## config.mk

```make
export PLATFORM = sky130hd
export DESIGN_NAME = stream_demux_1xn_flat
export DESIGN_NICKNAME = d
export VERILOG_FILES = /design/src/rtl/stream_demux_1xn_if.sv /design/src/rtl/stream_demux_1xn.sv /design/src/flat_wrapper.sv
export SDC_FILE = /design/constraint.sdc
export NUM_CORES = 1
export LEC_CHECK = 0
export BUFFER_PORTS_ARGS = -buffer_cell sky130_fd_sc_hd__buf_4
export CAP_MARGIN = 5
export CORE_MARGIN = 2
export CORE_UTILIZATION = 40
export DETAILED_ROUTE_END_ITERATION = 16
export GPL_TIMING_DRIVEN = 0
export PLACE_DENSITY = 0.77
export SETUP_SLACK_MARGIN = 0.15
export SYNTH_ARGS = -nofsm -noshare
export SYNTH_HDL_FRONTEND = slang
export SYNTH_SLANG_ARGS = --single-unit
```

## constraint.sdc

```tcl
create_clock -name clk -period 1.4 [get_ports clk]
set_clock_uncertainty 0.05 [all_clocks]
set_input_delay 0.28 -clock clk [delete_from_list [all_inputs] [get_ports clk]]
set_output_delay 0.28 -clock clk [all_outputs]
set_load 0.01 [all_outputs]
```

## src/rtl/stream_demux_1xn_if.sv

```systemverilog
// Stream demux bus: one valid/ready input stream and N output streams.
// The slave modport is the demux. The master modport is the surrounding
// producer and consumers, which drive the input beat and the per-channel
// ready signals.
interface stream_demux_1xn_if #(
    parameter int DATA_W = 8,
    parameter int N_OUT  = 8,
    parameter int SEL_W  = 3
) ();
    logic                    in_valid;
    logic                    in_ready;
    logic [DATA_W-1:0]       in_data;
    logic                    in_last;
    logic [SEL_W-1:0]        in_sel;
    logic [N_OUT-1:0]        out_valid;
    logic [N_OUT-1:0]        out_ready;
    logic [N_OUT*DATA_W-1:0] out_data;
    logic [N_OUT-1:0]        out_last;

    modport master (
        output in_valid, in_data, in_last, in_sel, out_ready,
        input  in_ready, out_valid, out_data, out_last
    );

    modport slave (
        input  in_valid, in_data, in_last, in_sel, out_ready,
        output in_ready, out_valid, out_data, out_last
    );
endinterface

```

## src/rtl/stream_demux_1xn.sv

```systemverilog
// Registered 1-to-N stream demultiplexer with one output register per channel.
// A beat is routed by in_sel, or by the first beat's in_sel for the whole
// packet when PKT_MODE=1. Beats aimed at a channel that does not exist are
// accepted, discarded, and flagged with a one-cycle drop pulse.
// Optional per-channel saturating beat counters: define STREAM_DEMUX_CNT_EN.
module stream_demux_1xn #(
    parameter int DATA_W   = 8,
    parameter int N_OUT    = 8,
    parameter int SEL_W    = 3,
    parameter int PKT_MODE = 0
) (
    input  logic                  clk,
    input  logic                  rst_n,
    stream_demux_1xn_if.slave     s,
    input  logic                  cnt_clr,
    output logic                  drop,
    output logic [N_OUT*16-1:0]   beat_cnt
);
    typedef enum logic {IDLE = 1'b0, PKT = 1'b1} state_t;

    state_t                        state_q;
    logic [SEL_W-1:0]              cur_sel_q;
    logic [SEL_W-1:0]              tgt;
    logic                          tgt_in_range;
    logic                          tgt_busy;
    logic                          accept;
    logic [N_OUT-1:0]              wr_en;
    logic [N_OUT-1:0]              out_valid_q, out_valid_d;
    logic [N_OUT-1:0]              out_last_q, out_last_d;
    logic [N_OUT-1:0][DATA_W-1:0]  out_data_q, out_data_d;
    logic                          drop_q, drop_d;

    // Pick the route target and derive the input handshake from its register.
    // NOTE: every signal written here gets a default first, so no latch is inferred.
    always_comb begin
        tgt          = (PKT_MODE != 0 && state_q == PKT) ? cur_sel_q : s.in_sel;
        tgt_in_range = (32'(tgt) < N_OUT);
        tgt_busy     = 1'b0;
        for (int k = 0; k < N_OUT; k++) begin
            if (32'(tgt) == k) tgt_busy = out_valid_q[k] && !s.out_ready[k];
        end
        // A target that does not exist is never busy, so that beat is always taken.
        s.in_ready = !tgt_busy;
        accept     = s.in_valid && !tgt_busy;
        for (int k = 0; k < N_OUT; k++) begin
            wr_en[k] = accept && (32'(tgt) == k);
        end
    end

    // Refill the written channel; let every other channel drain on its own ready.
    always_comb begin
        out_valid_d = out_valid_q;
        out_last_d  = out_last_q;
        out_data_d  = out_data_q;
        for (int k = 0; k < N_OUT; k++) begin
            if (wr_en[k]) begin
                out_valid_d[k] = 1'b1;
                out_data_d[k]  = s.in_data;
                out_last_d[k]  = s.in_last;
            end else if (s.out_ready[k]) begin
                out_valid_d[k] = 1'b0;
            end
        end
        drop_d = accept && !tgt_in_range;
    end

    // Output registers and the drop pulse.
    // NOTE: the data registers are reset as well, because the outputs must read zero during reset.
    always_ff @(posedge clk or negedge rst_n) begin
        if (!rst_n) begin
            out_valid_q <= '0;
            out_last_q  <= '0;
            out_data_q  <= '0;
            drop_q      <= 1'b0;
        end else begin
            out_valid_q <= out_valid_d;
            out_last_q  <= out_last_d;
            out_data_q  <= out_data_d;
            drop_q      <= drop_d;
        end
    end

    // Track packet boundaries so follow-on beats reuse the first beat's target.
    always_ff @(posedge clk or negedge rst_n) begin
        if (!rst_n) begin
            state_q   <= IDLE;
            cur_sel_q <= '0;
        end else if (PKT_MODE != 0 && accept) begin
            case (state_q)
                IDLE: if (!s.in_last) begin
                    cur_sel_q <= s.in_sel;
                    state_q   <= PKT;
                end
                PKT: if (s.in_last) state_q <= IDLE;
                default: state_q <= IDLE;
            endcase
        end
    end

    assign s.out_valid = out_valid_q;
    assign s.out_last  = out_last_q;
    assign s.out_data  = out_data_q;
    assign drop        = drop_q;

`ifdef STREAM_DEMUX_CNT_EN
    logic [N_OUT-1:0][15:0] cnt_q, cnt_d;

    // Count output handshakes per channel, saturating; clear has priority.
    always_comb begin
        cnt_d = cnt_q;
        for (int k = 0; k < N_OUT; k++) begin
            if (cnt_clr) begin
                cnt_d[k] = '0;
            end else if (out_valid_q[k] && s.out_ready[k] && cnt_q[k] != 16'hFFFF) begin
                cnt_d[k] = cnt_q[k] + 16'd1;
            end
        end
    end

    // Counter registers.
    always_ff @(posedge clk or negedge rst_n) begin
        if (!rst_n) cnt_q <= '0;
        else        cnt_q <= cnt_d;
    end

    assign beat_cnt = cnt_q;
`else
    logic unused_cnt_clr;
    assign unused_cnt_clr = cnt_clr;
    assign beat_cnt       = '0;
`endif
endmodule

```

## src/flat_wrapper.sv

```systemverilog
// flat-port wrapper written by rule: the top's interface ports become plain ports
module stream_demux_1xn_flat 
#(
    parameter int DATA_W   = 8,
    parameter int N_OUT    = 8,
    parameter int SEL_W    = 3,
    parameter int PKT_MODE = 0
)
  (clk, rst_n, cnt_clr, drop, beat_cnt, s_in_valid, s_in_data, s_in_last, s_in_sel, s_out_ready, s_in_ready, s_out_valid, s_out_data, s_out_last);
  stream_demux_1xn_if #(.DATA_W(DATA_W), .N_OUT(N_OUT), .SEL_W(SEL_W)) s_i ();
  input  logic clk;
  input  logic rst_n;
  input  logic cnt_clr;
  output logic drop;
  output logic [N_OUT*16-1:0] beat_cnt;
  input wire logic [$bits(s_i.in_valid)-1:0] s_in_valid;
  input wire logic [$bits(s_i.in_data)-1:0] s_in_data;
  input wire logic [$bits(s_i.in_last)-1:0] s_in_last;
  input wire logic [$bits(s_i.in_sel)-1:0] s_in_sel;
  input wire logic [$bits(s_i.out_ready)-1:0] s_out_ready;
  output wire logic [$bits(s_i.in_ready)-1:0] s_in_ready;
  output wire logic [$bits(s_i.out_valid)-1:0] s_out_valid;
  output wire logic [$bits(s_i.out_data)-1:0] s_out_data;
  output wire logic [$bits(s_i.out_last)-1:0] s_out_last;
  assign s_i.in_valid = s_in_valid;
  assign s_i.in_data = s_in_data;
  assign s_i.in_last = s_in_last;
  assign s_i.in_sel = s_in_sel;
  assign s_i.out_ready = s_out_ready;
  assign s_in_ready = s_i.in_ready;
  assign s_out_valid = s_i.out_valid;
  assign s_out_data = s_i.out_data;
  assign s_out_last = s_i.out_last;
  stream_demux_1xn #(.DATA_W(DATA_W), .N_OUT(N_OUT), .SEL_W(SEL_W), .PKT_MODE(PKT_MODE)) u_core (.clk(clk), .rst_n(rst_n), .s(s_i), .cnt_clr(cnt_clr), .drop(drop), .beat_cnt(beat_cnt));
endmodule
```

After elaboration in Yosys (flattened, before gate mapping). Cells that the tools add are included.

Bitwise operators: 0. Reductions and logical operators: 35. Divide/modulo/power cells: 0. Add/sub/neg operators: 0. Magnitude comparators: 0. Multiplexer cells: 24. Multipliers: 0. Equality and inequality tests: 7. Shift-type cells: 0.

Operators by type and width (number): 1-bit two-way mux (24); 1-bit logical AND (17); 2-bit nonzero test (8); 3-bit equality test (second input constant) (4); 1-bit logical NOT (9); 3-bit by 2-bit equality test with 1-bit output (second input constant) (2); 3-bit by 1-bit equality test with 1-bit output (second input constant) (1); 3-bit logical NOT (1).

Flip-flop bits (word level): 80. Input bits: 24. Bits in writable memories: 0. Memories: 0. Bits in read-only memories: 0. Latch bits: 0. Logic and storage cells: 90. Output and inout port bits: 210.

Depth between registers and ports, before layout. Gate-level depths: netlist (run 1).

Word-level depth: 14. Mapped depth: 6. Gate-level depth less buffers: 4.

Worst setup path before layout (run 1). Ideal clock, no wire load.

Path type: flip-flop to output port. Start point: register u_core.out_valid_q[5], in the netlist u_core.s.out_valid[5]. End point: output port s_in_ready. Data required time: 1.070 ns. Cell stages (with the launch flop): 5. Arrival time: 1.193 ns. Slack: -0.123 ns. Buffers on the path: 0. Cell sequence: dfrtp_1 > nor2b_1 > nor2_1 > o41ai_1 > o31ai_1.

Cells in the longest elaborated chain, start to end: 5.

RTL lines: start: declaration (RTL line stream_demux_1xn.sv:28) `logic [N_OUT-1:0] out_valid_q, out_valid_d;`; start signal: assignment (RTL line stream_demux_1xn.sv:76) `out_valid_q <= out_valid_d;`; 1-bit logical AND (RTL line stream_demux_1xn.sv:40) `if (32'(tgt) == k) tgt_busy = out_valid_q[k] && !s.out_ready[k];`; 1-bit two-way mux (3 in series) (RTL line stream_demux_1xn.sv:40); 1-bit logical NOT (RTL line stream_demux_1xn.sv:43) `s.in_ready = !tgt_busy;`; end: declaration (RTL line flat_wrapper.sv:21) `output wire logic [$bits(s_i.in_ready)-1:0] s_in_ready;`.

Every way passes these cells.

Worst setup path after layout (run 1).
Start point: register u_core.out_valid_q[4], in the netlist u_core.s.out_valid[4]. End point: output port s_in_ready.

Cells in the longest elaborated chain, start to end: 6.

RTL lines (RTL line): 1-bit logical AND (stream_demux_1xn.sv:40); 1-bit two-way mux (4 in series) (stream_demux_1xn.sv:40); 1-bit logical NOT (stream_demux_1xn.sv:43).

Every way passes these cells.

==> metrics.txt, run 1 <==
critical path launch point type=flip-flop; Crit path max-delay family=compound AO/OA/AOI/OAI gates; die area=0.0112 mm²; PnR worst setup slack=-0.528 ns; CP Class=flip-flop to primary output; post-synthesis instance total=328; period utilization=138%; Compound-Gate Fraction of Synth Area=1.57%; Buffers on Ports=102; crit-path max FO=4; Power Density=1180 mW/mm²; area fraction of the dominant cell type after synthesis=48.4%; CP peak stage delay=0.41 ns; RR Startpoint=u_core.s.out_valid[7]; sequential-to-total area share from yosys stat=48.4%; status=finished, violations left; Worst R2R Path Depth=5; Cell Area, Placed=0.00573 mm²; vias in the first global route=2655; clk slew on worst S/H paths=0.08 ns; routed vias=2845; crit-path cells=nand2b_4 > and2_4 > o41ai_4 > o31ai_2 > buf_4; # rows=37; Routed WL=9980 µm; fin cells=734; Yosys top cell by area=dfrtp_1; synthesized cell area=0.00414 mm²; most common cell in the netlist=buf_4; WHS=0.0518 ns; slowest CP cell=dfrtp_1; Die Span Y=106 µm; RSZ-0062 raised after global routing=true; remaining antenna violation count=0; clk_lat worst skew=0.33 ns; I/O Pins=234; async set or reset register ratio after synthesis=100%; Slew @ Worst Pin=0.990 ns; unique cell type count in the Yosys netlist=33; Setup WS pre-CTS=-0.301 ns; CTS Sinks=80; HPWL after detailed placement=6820 µm; filler cell count=775; MaxCap Viol Count=0; Sum Neg Setup Slack=-2.27 ns; setup violators final=28; DR WL/cell=13.6 µm; Syn Area/Cell=12.6 µm²; total gr overflow=0; Final Hold Fails=0; CTS root buf=clkbuf_8; EDFF count, synth=0; Synth Area in XOR/XNOR=0%; largest family of logic cells by synthesized area=buffers and inverters; core box area=0.0102 mm²; DP Cell Count=694; simple-gate share of the synthesized area=5.17%; maximum VDD drop=0.659 mV; Worst Path Required=1.07 ns; GRT Overall Usage=16.6%; #FFs+latches synth=80; Starting Density=40.6%; antenna cells=0; HP Class=input pin to asynchronous set/reset pin; Final Core Density=63.3%; violated checks=setup timing; Tmin final=1.93 ns; worst reg2reg setup slack=-0.09 ns; Area Growth Syn to Fin=55.9%; overall power=7.61 mW; CTS H-Tree Depth=3; CTS tree=yes; nets=618; Slew Viols, Final=0; Buf+Inv Stages, Crit Path=1; ys flop type=dfrtp_1; critical path arrival=1.60 ns; antenna violations before repair=0; Iter 0 DRT Violations=111; Yosys warnings=0; layout cells sized above 1=61.7%; static leakage=3.59 nW; DRC=0; CTS Buf Count=9; top cells by count, synth=buf_4 (130), dfrtp_1 (80), mux2_2 (63); first-pass GRT wire length=14200 µm; cts hold-fix bufs=0; crit path capture type=primary output; gpl congestion=0.730; die width=106 µm; Max-slew headroom=34.0%; multi-input logic area=0.00194 mm²; mux share of post-synthesis cell area=20.4%; vias per inst=3.88; register area=0.00200 mm²; fmax=519 MHz; Synth Area in Adders=0%; synth top area cells=dfrtp_1 (48%), buf_4 (24%), mux2_2 (17%), mux2_4 (3.3%), nand2b_1 (1.1%); largest net degree at the start of global routing=81; first drt pass iteration count=4; Critical R2R Capture=u_core.s.out_data[58]; maximum clock path buffer count=2; post-route design area=0.00645 mm²
flip-flops by register name (all words and copies together), names as in the netlist:
register,count
u_core.s.out_data,64
u_core.s.out_last,8
u_core.s.out_valid,8
layout make-up:
cell class                      count  area share [%]
Tap cell                          136            2.64
Sequential cell                    80            31.1
Buffer                            134            16.4
Multi-Input combinational cell    243            30.1
Inverter                            1          0.0582
Timing Repair Buffer              125            16.3
Clock buffer                       12            2.41
Clock inverter                      3            1.01
worst max path at each step:
| stage | startpoint | depth (start not counted) | slack (ns) | endpoint |
|---|---|---|---|---|
| 6_report | u_core.s.out_valid[4] | 5 | -0.53 | s_in_ready |
| 5_1_grt | u_core.s.out_valid[4] | 5 | -0.59 | s_in_ready |
| 4_1_cts | u_core.s.out_valid[5] | 5 | -0.50 | s_in_ready |
| 3_5_place_dp | s_out_ready[4] | 6 | -0.30 | s_in_ready |
| 3_3_place_gp | s_out_ready[4] | 6 | -0.25 | s_in_ready |
| 2_1_floorplan | u_core.s.out_valid[4] | 4 | -0.007 | s_in_ready |
report_power, final:
part / total, mW / switching (mW) / internal (mW)
sequential: 3.09 / 0.293 / 2.79
combinational: 2.64 / 1.01 / 1.63
clock: 1.89 / 0.797 / 1.09
total: 7.61 / 2.10 / 5.51
worst register-to-register path: stages (launching register included):
cell,delay [ns]
dfrtp_1,0.39
nand2b_1,0.09
nor2b_4,0.18
and3_4,0.25
buf_12,0.13
mux2_4,0.29
repair_timing:
| item | 4_1_cts | 5_1_grt |
|---|---|---|
| buffers inserted | 6 | 16 |
| endpoints found under the setup margin | 65 | 90 |
| gates cloned | 3 | 0 |
| pin swaps | 6 | 2 |
| gates resized for setup | 34 | 31 |
cells by family after synthesis:
kind of cell | count (synthesis)
other | 1
multiplexers | 72
buffers and inverters | 135
AND/OR/NAND/NOR | 31
AO/OA/AOI/OAI | 9
flip-flops | 80
layout by cell type, fill, tap and decap left out, drive strengths merged, types with 3 or more instances in the layout:
cell type,n
conb,129
nand2,5
clkbuf,13
buf,258
dfrtp,80
nor2b,4
nand3,3
nand2b,8
mux2,72
nor2,4
layer usage:
| layer | global-route usage, % | share of wire [%] |
|---|---|---|
| met4 | 4.23 | 0.88 |
| met2 | 29.4 | 53 |
| met1 | 19.4 | 38 |
| met3 | 5.63 | 7.7 |
| met5 | 0 | 0 |
Note: power is estimated with default switching activity, not from simulation.
==> inputs of run 2 (changes only) <==
Settings changed: ABC_AREA set to 1, CORE_UTILIZATION 40 to 41.
==> metrics.txt, run 2 <==
status=finished, violations left; violated checks=setup timing; overall power=7.43 mW (-2.4%); synth top area cells=dfrtp_1 (45%), buf_4 (22%), nand2_1 (12%), nand4_1 (10%), nand3_4 (2.7%); crit-path max FO=2 (-2); Routed met2 length=6160 µm (+16%); post-synthesis instance total=517 (+58%); async set or reset register ratio after synthesis=100% (unchanged); Area Growth Syn to Fin=43.4%; Compound-Gate Fraction of Synth Area=1.11% (-0.46 points); core box area=0.0107 mm² (+5.5%); filler cell count=992 (+28%); PnR worst setup slack=-0.430 ns (+0.0983 ns); total gr overflow=0 (unchanged); cts hold-fix bufs=0 (unchanged); M1 WL=4570 µm (+20%); DR WL/cell=13.4 µm (-1.7%); WHS=0.0299 ns (-0.0220 ns); Die Span Y=109 µm (+2.8%); static leakage=3.64 nW (+1.5%); period utilization=131% (-7.0 points); area fraction of the dominant cell type after synthesis=44.6% (-3.9 points); HP Class=input pin to asynchronous set/reset pin; Yosys warnings=0 (unchanged); Iter 0 DRT Violations=200 (+80%); most common cell after layout, fill and taps aside=buf_4; ys flop type=dfrtp_1; Power Internal=4.99 mW (-9.5%); Buffers on Ports=90 (-12%); Setup WS pre-CTS=-0.407 ns (-0.107 ns); Sw Pwr=2.44 mW (+16%); Max-slew headroom=33.1% (-0.88 points); nets=797 (+29%); routed vias=4080 (+43%); switching portion of total power=32.9% (+5.3 points); RSZ-0062 raised after global routing=true; antenna violations before repair=0 (unchanged); I/O Pins=234 (unchanged); clk_lat worst skew=0.34 ns (about the same); HPWL after detailed placement=8770 µm (+29%); #FFs+latches synth=80 (unchanged); layout cells sized above 1=38.6% (-23 points); die width=109 µm (+2.8%); Reg power frac=42.0% (+1.5 points); Starting Density=41.8% (+1.2 points); remaining antenna violation count=0 (unchanged); Worst Path Required=1.07 ns (about the same); largest net degree at the start of global routing=81 (unchanged); sequential-to-total area share from yosys stat=44.6% (-3.9 points); antenna cells=0 (unchanged); Logic pwr share=35.1% (+0.4 points); largest family of logic cells by synthesized area=simple AND/OR/NAND/NOR gates; Power Density=1150 mW/mm² (-2.3%); Slew @ Worst Pin=1.00 ns (+0.0133 ns); Met3 Routed Length=1190 µm (+55%); critical path launch point type=flip-flop; Slew Viols, Final=0 (unchanged); Final Hold Fails=0 (unchanged); post-route design area=0.00644 mm² (about the same); first drt pass iteration count=4 (unchanged); GRT Overall Usage=20.3% (+3.7 points); vias per inst=4.44 (+15%); CTS Buf Count=9 (unchanged); DRC=0 (unchanged); Cell Area, Placed=0.00589 mm² (+2.9%); vias in the first global route=3726 (+40%); die area=0.0118 mm² (+5.8%); Largest register FFs=64 (unchanged); commonest non-fill, non-tap cells in the layout=buf_4 (219), nand2_1 (147), conb_1 (129); max layer used=met4; CP Class=flip-flop to primary output; Routed WL=12300 µm (+23%); fin cells=918 (+25%); Synth Area in XOR/XNOR=0% (unchanged); Final Core Density=59.9% (-3.3 points); maximum clock path buffer count=2 (unchanged); Tmin final=1.83 ns (-0.0983 ns); critical path arrival=1.50 ns (-0.10 ns); simple-gate share of the synthesized area=28.2% (+23 points); CTS root buf=clkbuf_8; CTS Sinks=80 (unchanged); EDFF count, synth=0 (unchanged); first-pass GRT wire length=18500 µm (+30%); CTS H-Tree Depth=3 (unchanged); mux share of post-synthesis cell area=0% (-20 points); Syn Area/Cell=8.69 µm² (-31%); unique cell type count in the Yosys netlist=23 (-30%); crit path capture type=primary output; most common cell in the netlist=nand2_1; setup violators final=82 (+190%); fmax=546 MHz (+5.4%); Sum Neg Setup Slack=-28.26 ns (-25.99 ns); DP Cell Count=875 (+26%); clk slew on worst S/H paths=0.08 ns (about the same); Clock Power Share=22.9% (-1.9 points); synthesized cell area=0.00449 mm² (+8.7%); maximum VDD drop=0.617 mV (-6.5%); # rows=38 (+2.7%); MaxCap Viol Count=0 (unchanged); Synth Area in Adders=0% (unchanged); Yosys top cell by area=dfrtp_1; CTS tree=yes; top cells by count, synth=nand2_1 (147), buf_4 (129), dfrtp_1 (80); gpl congestion=0.838 (+15%)
## run 2: kinds of logic (layout without fill, tap and decap cells)
group | Yosys count | in the layout
buf+inv | 175 | 304
simple gates | 251 | 255
other cells | 1 | 129
compound gates | 10 | 10
flops | 80 | 80
## run 2: repair_timing
action                                  CTS  global route
resized for setup                        11            22
pin swaps                                 3             4
endpoints found under the setup margin   81           111
buffers inserted                          5            17
cloned                                    4             1
## run 2: worst paths after layout
| check | cells past startpoint | to | from | slack (ns) |
|---|---|---|---|---|
| min reg2reg | 2 | u_core.s.out_data[2] | u_core.s.out_data[2] | 0.42 |
| max in group asynchronous | 1 | u_core.s.out_data[33] | rst_n | 0.59 |
| max | 9 | s_in_ready | u_core.s.out_valid[0] | -0.43 |
| min in group clk | 2 | u_core.s.out_valid[5] | s_out_ready[5] | 0.05 |
| min | 1 | u_core.s.out_data[19] | rst_n | 0.03 |
| max reg2reg | 12 | u_core.s.out_data[4] | u_core.s.out_valid[0] | -0.40 |
## run 2: worst max-delay path, stage by stage, from the launching register on
cell,delay [ns]
dfrtp_1,0.40
inv_2,0.06
nor2_1,0.03
nand3_1,0.06
nand3_1,0.08
nor2_1,0.09
nand4_1,0.14
nand2_4,0.10
buf_6,0.10
buf_6,0.09
## run 2: power by group through the flow
stage | registers, mW | logic (mW) | clock network [mW]
final | 3.12 | 2.61 | 1.70
after global routing | 3.17 | 2.85 | 1.84
after CTS | 3.09 | 2.38 | 1.73
after detailed placement | 3.13 | 2.33 | 0
after global placement | 3.11 | 2.28 | 0
after floorplan | 3.33 | 1.00 | 0
## run 2: routing by layer
metal | track usage (%) | vias up
met1 | 24.2 | 1854
met5 | 0 | -
met2 | 35.6 | 220
li1 | - | 1974
met3 | 4.12 | 32
met4 | 8.97 | 0
## run 2: layout make-up
class / count / area [µm²] / share of cell area (%)
well taps: 140 / 175 / 2.72
clock inverters: 5 / 56.3 / 0.874
repair buffers: 113 / 952 / 14.8
flip-flops and latches: 80 / 2000 / 31.1
clock buffers: 11 / 141 / 2.20
inverters: 13 / 63.8 / 0.991
multi-input cells: 394 / 1900 / 29.4
plain buffers: 162 / 1150 / 17.9
